===== src/rtl/cache_mem_pkg.sv =====
// Shared types for the cache / main-memory interface.
//   state_e : arbiter FSM states (IDLE, BUSY, TURN)
//   op_e    : latched transfer kind (OP_RD, OP_WR)
//   ADDR_W_DEF / DATA_W_DEF : default word address and data widths
package cache_mem_pkg;
  localparam int ADDR_W_DEF = 10;
  localparam int DATA_W_DEF = 32;

  typedef enum logic [1:0] {
    IDLE = 2'd0,
    BUSY = 2'd1,
    TURN = 2'd2
  } state_e;

  typedef enum logic {
    OP_RD = 1'b0,
    OP_WR = 1'b1
  } op_e;
endpackage


===== src/rtl/rr_arb2.sv =====
// Combinational 2-way round-robin pick.
//   req [1:0] : per-port request
//   ptr       : port that wins when both request
//   win [1:0] : one-hot winner, 0 when nobody requests
module rr_arb2 (
  input  logic [1:0] req,
  input  logic       ptr,
  output logic [1:0] win
);
  always_comb begin
    win = req;
    if (req == 2'b11) win = ptr ? 2'b10 : 2'b01;
  end
endmodule


===== src/rtl/main_mem_arbiter.sv =====
// Shares the single main-memory port between the I-cache (port 0) and the
// D-cache (port 1). Round-robin grant, one word transfer in flight, held
// until main memory asserts ready, then one TURN cycle with all strobes low
// so the finished requester can drop its request.
// Ports:
//   clk, reset            clock (rising), async active-low reset
//   rq_read/rq_write[p]   per-port request, held until done[p]
//   rq_addr/rq_wdata      per-port address / write data, packed by port
//   gnt                   one-hot owner while a transfer is in flight
//   done                  1-cycle completion pulse (same cycle as ready)
//   rdata                 last read word, updated on read completion
//   err                   1-cycle watchdog abort pulse
//   main_*                strobes/address/data to main memory
//   main_rdata, ready     main-memory read data and completion
// Optional build macro MAIN_MEM_ARB_TIMEOUT_EN adds a BUSY watchdog of
// TMO_CYC cycles; without it err is tied to 0 and BUSY waits forever.
module main_mem_arbiter
  import cache_mem_pkg::*;
#(
  parameter int ADDR_W  = ADDR_W_DEF,
  parameter int DATA_W  = DATA_W_DEF,
  parameter int TMO_CYC = 64
) (
  input  logic                clk,
  input  logic                reset,
  input  logic [1:0]          rq_read,
  input  logic [1:0]          rq_write,
  input  logic [2*ADDR_W-1:0] rq_addr,
  input  logic [2*DATA_W-1:0] rq_wdata,
  output logic [1:0]          gnt,
  output logic [1:0]          done,
  output logic [DATA_W-1:0]   rdata,
  output logic [1:0]          err,
  output logic                main_read,
  output logic                main_write,
  output logic [ADDR_W-1:0]   main_addr,
  output logic [DATA_W-1:0]   main_wdata,
  input  logic [DATA_W-1:0]   main_rdata,
  input  logic                ready
);
  state_e              state_q, state_d;
  logic                owner_q, owner_d;
  op_e                 op_q, op_d;
  logic [ADDR_W-1:0]   addr_q, addr_d;
  logic [DATA_W-1:0]   wdata_q, wdata_d;
  logic [DATA_W-1:0]   rdata_q, rdata_d;
  logic                rr_ptr_q, rr_ptr_d;

  logic [1:0] req, win, owner_oh;
  logic       busy, tmo;

  // Both strobes set is illegal and must not count as a request.
  assign req = rq_read ^ rq_write;

  rr_arb2 u_rr_arb2 (
    .req (req),
    .ptr (rr_ptr_q),
    .win (win)
  );

  assign busy     = (state_q == BUSY);
  assign owner_oh = owner_q ? 2'b10 : 2'b01;

  assign gnt        = busy ? owner_oh : 2'b00;
  assign main_read  = busy && (op_q == OP_RD);
  assign main_write = busy && (op_q == OP_WR);
  assign main_addr  = busy ? addr_q : '0;
  assign main_wdata = busy ? wdata_q : '0;
  assign done       = (busy && ready) ? owner_oh : 2'b00;
  assign rdata      = rdata_q;

`ifdef MAIN_MEM_ARB_TIMEOUT_EN
  localparam int CNT_W = ($clog2(TMO_CYC + 1) > 8) ? $clog2(TMO_CYC + 1) : 8;
  logic [CNT_W-1:0] cnt_q, cnt_d;
  // cnt_q is 0 in the first BUSY cycle, so TMO_CYC-1 marks the last allowed one.
  assign tmo = busy && !ready && (cnt_q == CNT_W'(TMO_CYC - 1));
  assign err = tmo ? owner_oh : 2'b00;
`else
  assign tmo = 1'b0;
  assign err = 2'b00;
`endif

  always_comb begin
    state_d  = state_q;
    owner_d  = owner_q;
    op_d     = op_q;
    addr_d   = addr_q;
    wdata_d  = wdata_q;
    rdata_d  = rdata_q;
    rr_ptr_d = rr_ptr_q;
`ifdef MAIN_MEM_ARB_TIMEOUT_EN
    cnt_d    = cnt_q;
`endif
    case (state_q)
      IDLE: begin
        if (|req) begin
          owner_d = win[1];
          op_d    = rq_write[win[1]] ? OP_WR : OP_RD;
          addr_d  = win[1] ? rq_addr[2*ADDR_W-1:ADDR_W]  : rq_addr[ADDR_W-1:0];
          wdata_d = win[1] ? rq_wdata[2*DATA_W-1:DATA_W] : rq_wdata[DATA_W-1:0];
          state_d = BUSY;
`ifdef MAIN_MEM_ARB_TIMEOUT_EN
          cnt_d   = '0;
`endif
        end
      end
      BUSY: begin
`ifdef MAIN_MEM_ARB_TIMEOUT_EN
        cnt_d = cnt_q + 1'b1;
`endif
        if (ready) begin
          if (op_q == OP_RD) rdata_d = main_rdata;
          rr_ptr_d = ~owner_q;
          state_d  = TURN;
        end else if (tmo) begin
          rr_ptr_d = ~owner_q;
          state_d  = TURN;
        end
      end
      TURN:    state_d = IDLE;
      default: state_d = IDLE;
    endcase
  end

  always_ff @(posedge clk or negedge reset) begin
    if (!reset) begin
      state_q  <= IDLE;
      owner_q  <= 1'b0;
      op_q     <= OP_RD;
      addr_q   <= '0;
      wdata_q  <= '0;
      rdata_q  <= '0;
      rr_ptr_q <= 1'b0;
`ifdef MAIN_MEM_ARB_TIMEOUT_EN
      cnt_q    <= '0;
`endif
    end else begin
      state_q  <= state_d;
      owner_q  <= owner_d;
      op_q     <= op_d;
      addr_q   <= addr_d;
      wdata_q  <= wdata_d;
      rdata_q  <= rdata_d;
      rr_ptr_q <= rr_ptr_d;
`ifdef MAIN_MEM_ARB_TIMEOUT_EN
      cnt_q    <= cnt_d;
`endif
    end
  end
endmodule


===== config.mk =====
export PLATFORM = sky130hd
export DESIGN_NAME = main_mem_arbiter
export DESIGN_NICKNAME = d
export VERILOG_FILES = /design/src/rtl/cache_mem_pkg.sv /design/src/rtl/rr_arb2.sv /design/src/rtl/main_mem_arbiter.sv
export SDC_FILE = /design/constraint.sdc
export NUM_CORES = 1
export LEC_CHECK = 0
export BUFFER_PORTS_ARGS = -buffer_cell sky130_fd_sc_hd__buf_2
export CAP_MARGIN = 20
export CORE_UTILIZATION = 48
export DETAILED_ROUTE_END_ITERATION = 16
export PLACE_DENSITY_LB_ADDON = 0.25
export SLEW_MARGIN = 20
export SYNTH_ARGS = -nofsm -noshare
export SYNTH_HDL_FRONTEND = slang
export SYNTH_SLANG_ARGS = --single-unit

===== constraint.sdc =====
create_clock -name clk -period 3.1 [get_ports clk]
set_clock_uncertainty 0.15 [all_clocks]
set_input_delay 0.62 -clock clk [delete_from_list [all_inputs] [get_ports clk]]
set_output_delay 0.62 -clock clk [all_outputs]
set_load 0.02 [all_outputs]

==> flow_summary.rst <==
.. list-table::
   :header-rows: 1

   * - Metric
     - Value
   * - Met1 Resource Use GR
     - 0.283
   * - Status
     - finished, final reports clean
   * - YS warnings
     - 0
   * - Achievable clock frequency
     - 386 MHz
   * - I/O pin count
     - between 200 and 250
   * - Unrepaired setup endpoints after global routing
     - no
   * - Fraction of final layout cells with drive strength greater than 1
     - 0.454
   * - Cts bufs inserted
     - 9
   * - Overflow after GRT
     - 0
   * - HPWL after detailed placement
     - between 6000 and 7000 um
   * - Sequential cell area
     - 1980 um2
   * - Post-route DRC
     - 0
   * - Via count of the first global-routing pass
     - 3,015
   * - Clock sinks
     - 79
   * - Crit path arrival time
     - 1820 ps
   * - Gates resized, CTS repair
     - 0
   * - Vias after detailed routing
     - 3,334
   * - Setup Fix Bufs, Post-CTS
     - 0
   * - Sort of element at the end of the critical path
     - output pin
   * - Type of element launching the critical path
     - register
   * - Static leakage power
     - between 0.002 and 0.003 uW
   * - Register-to-register path setup slack
     - 880 ps
   * - Portion of the post-synthesis area used by sequential elements
     - 0.539
   * - Routed Wire Length
     - 9030 um
   * - Pin count of the biggest net entering global routing
     - 80
   * - Deepest level of the CTS H-tree
     - 3
   * - DR WL/cell
     - 13.4 um
   * - Clock-pin slew reported for the worst setup and hold paths after clock tree synthesis
     - 80 ps
   * - First-pass GRT wire length
     - 13,900 um
   * - Die footprint
     - 8000 um2
   * - Flop and latch count out of synthesis
     - 79
   * - Average footprint of a synthesized cell
     - approximately 9.7 um2
   * - Worst Max-Slew Pin Slew
     - 952 ps
   * - Post-CTS Hold Fix Bufs
     - 0
   * - Antenna diode count
     - 0
   * - Fraction of the core area covered by cells at the end of the flow
     - 0.674
   * - Final Hold Vio Count
     - 0
   * - Multi-input combinational cell area
     - 1550 um2
   * - Remaining max-slew budget at the tightest pin
     - 0.366
   * - Fraction of post-synthesis cell area in the top cell type by area
     - 0.539
   * - Crit path required time
     - 2330 ps
   * - Start-to-end type of the worst setup path
     - register to output pin
   * - Syn Inst Count
     - about 380
   * - Die Ht
     - 89.4 um
   * - Overall Global Routing Usage
     - 0.234
   * - Met3 track demand over resource
     - 0.0609
   * - IR drop worst, VDD
     - 0.470 mV
   * - Area of the placeable core
     - between 7000 and 8000 um2
   * - Router iterations before antenna repair
     - 4
   * - Synth-to-Final Area Change
     - 34.8%
   * - Vias/cell
     - slightly below 5
   * - Number of antenna violations at the first check in global routing
     - 0
   * - Slew Viols, Final
     - 0
   * - Summed negative setup slack over all endpoints
     - 0 ps
   * - CTS tree
     - yes
   * - Top area cells in the synthesized netlist
     - sky130_fd_sc_hd__dfrtp_1 54%, sky130_fd_sc_hd__mux2_2 9.8%, sky130_fd_sc_hd__nand2_1 8.7%, sky130_fd_sc_hd__and2_1 7.5%, sky130_fd_sc_hd__a31oi_1 7.2%
   * - Horizontal die dimension
     - 89.4 um
   * - Part of the cycle the worst path needs
     - 0.836
   * - Maximum fanout encountered on the critical timing path
     - 21
   * - Clock insertion delay at the later pin of the skew report
     - 330 ps
   * - Yosys top cell by area
     - sky130_fd_sc_hd__dfrtp_1
   * - # fillers
     - 625
   * - Master cell of the clock root buffer
     - sky130_fd_sc_hd__clkbuf_8
   * - PwrDens
     - 1060 nW/um2
   * - Post-route ant nets
     - 0
   * - Kind of path behind the tightest hold check
     - input port to asynchronous set/reset pin
   * - Row cnt
     - 31
   * - Final-report setup violation count
     - 0
   * - GRT busiest layer
     - met2
   * - Final period demand of the worst path
     - approximately 2600 ps
   * - Max clock buf depth
     - 2
   * - Number of violations reported at the end of detailed-routing iteration 0
     - between 100 and 150
   * - Global placement routability congestion
     - 0.801
   * - Post-synthesis instance area
     - 3670 um2
   * - Starting density of the core
     - 0.500
   * - Grt met2 use
     - 0.393
   * - Number of library cell types mapped by synthesis
     - 25
   * - Count of port buffers added during placement
     - between 200 and 250
   * - Total of max-cap violations
     - 0
   * - Post-layout net count
     - between 600 and 700
==> cell type report <==
cell class / count / share of cell area
well taps: 99 / 0.0251
multi-input cells: 268 / 0.314
flip-flops and latches: 79 / 0.400
inverters: 3 / 0.00228
repair buffers: 211 / 0.221
clock buffers: 10 / 0.0258
clock inverters: 6 / 0.0119
==> cells in the mapped netlist <==
cell	count
sky130_fd_sc_hd__nand2_1	85
sky130_fd_sc_hd__nor2_1	45
sky130_fd_sc_hd__inv_1	3
sky130_fd_sc_hd__dfrtp_1	79
sky130_fd_sc_hd__buf_2	12
sky130_fd_sc_hd__buf_4	9
sky130_fd_sc_hd__and3_1	1
sky130_fd_sc_hd__xor2_1	1
sky130_fd_sc_hd__conb_1	1
sky130_fd_sc_hd__mux2_1	2
sky130_fd_sc_hd__a21boi_0	1
sky130_fd_sc_hd__mux2_2	32
sky130_fd_sc_hd__xnor2_1	2
sky130_fd_sc_hd__o21bai_1	1
sky130_fd_sc_hd__a21oi_1	2
sky130_fd_sc_hd__o22ai_1	2
sky130_fd_sc_hd__nor2b_1	1
sky130_fd_sc_hd__o21ai_1	1
sky130_fd_sc_hd__a211oi_2	1
sky130_fd_sc_hd__nand2b_1	1
sky130_fd_sc_hd__o21a_1	1
sky130_fd_sc_hd__and2_1	44
sky130_fd_sc_hd__a31oi_1	42
sky130_fd_sc_hd__clkbuf_1	7
sky130_fd_sc_hd__nor2_2	1
==> critical path, stage by stage, from the launching register on <==
cell                      delay [ps]
sky130_fd_sc_hd__dfrtp_1         410
sky130_fd_sc_hd__nor2b_2         440
sky130_fd_sc_hd__buf_4           310
sky130_fd_sc_hd__and2_1          160
sky130_fd_sc_hd__buf_2           160
==> final timing paths <==
| kind | startpoint | to | depth (start not counted) |
|---|---|---|---|
| setup reg to reg | state_q[0] | rdata[16] | 5 |
| max in group asynchronous | reset | state_q[0] | 1 |
| min in group clk | ready | state_q[0] | 2 |
| setup / recovery | state_q[0] | main_addr[0] | 4 |
| hold reg to reg | rdata[21] | rdata[21] | 1 |
| hold / removal | reset | rdata[12] | 1 |
==> where the power goes <==
group / internal (uW) / switching, uW
clock network: 370 / 356
logic: 1080 / 1610
registers: 1560 / 269
total: 3010 / 2230
==> placed cells by master, fill, tap and decap left out <==
cell type	netlist	layout
sky130_fd_sc_hd__mux2_1	2	2
sky130_fd_sc_hd__inv_6	0	1
sky130_fd_sc_hd__a21oi_1	2	2
sky130_fd_sc_hd__clkbuf_8	0	9
sky130_fd_sc_hd__dfrtp_1	79	79
sky130_fd_sc_hd__nand2_1	85	85
sky130_fd_sc_hd__buf_4	9	9
sky130_fd_sc_hd__o22ai_1	2	2
sky130_fd_sc_hd__bufinv_16	0	1
sky130_fd_sc_hd__and2_1	44	44
sky130_fd_sc_hd__nor2_1	45	45
sky130_fd_sc_hd__conb_1	1	2
sky130_fd_sc_hd__xnor2_1	2	2
sky130_fd_sc_hd__o21ai_4	0	1
sky130_fd_sc_hd__nor2_2	1	1
sky130_fd_sc_hd__and3_1	1	1
sky130_fd_sc_hd__a211oi_4	0	1
sky130_fd_sc_hd__nor2b_2	0	1
sky130_fd_sc_hd__clkbuf_1	7	1
sky130_fd_sc_hd__nand2b_1	1	1
sky130_fd_sc_hd__o21bai_1	1	1
sky130_fd_sc_hd__clkinv_2	0	4
sky130_fd_sc_hd__xor2_1	1	1
sky130_fd_sc_hd__a31oi_1	42	42
sky130_fd_sc_hd__o21a_1	1	1
sky130_fd_sc_hd__buf_2	12	201
sky130_fd_sc_hd__mux2_2	32	32
sky130_fd_sc_hd__buf_12	0	1
sky130_fd_sc_hd__inv_1	3	3
sky130_fd_sc_hd__a21boi_0	1	1
==> registers in the layout, indices dropped and copies added (netlist names) <==
name	flops
rr_ptr_q	1
rdata	32
wdata_q	32
op_q	1
state_q	2
addr_q	10
owner_q	1
==> logic make-up after synthesis <==
| family | synth area share |
|---|---|
| muxes | 0.104 |
| buffers and inverters | 0.0450 |
| and+or+nand+nor | 0.215 |
| xor gates and xnor gates | 0.00716 |
| AOI/OAI and AO/OA | 0.0887 |
| DFF | 0.539 |
| other | 0.00102 |
==> routing by layer <==
| metal | up-vias | wire length (um) |
|---|---|---|
| met3 | 14 | 726 |
| met2 | 158 | 4480 |
| met1 | 1525 | 3660 |
| li1 | 1637 | - |
| met4 | 0 | 161 |
| met5 | - | 0 |
==> metrics by stage <==
stage | power, uW | hold WS, ps | cells | cell area [um2] | setup slack, ps
3_3_place_gp | 4490 | 319 | 660 | 4760 | 899
3_5_place_dp | 4560 | 340 | 660 | 4760 | 852
6_report | 5240 | 270 | 676 | 4940 | 509
4_1_cts | 5290 | 306 | 676 | 4940 | 479
5_1_grt | 5650 | 331 | 676 | 4940 | 330
2_1_floorplan | 3660 | 174 | 378 | 3670 | 1170
(Power assumes the default switching activity.)
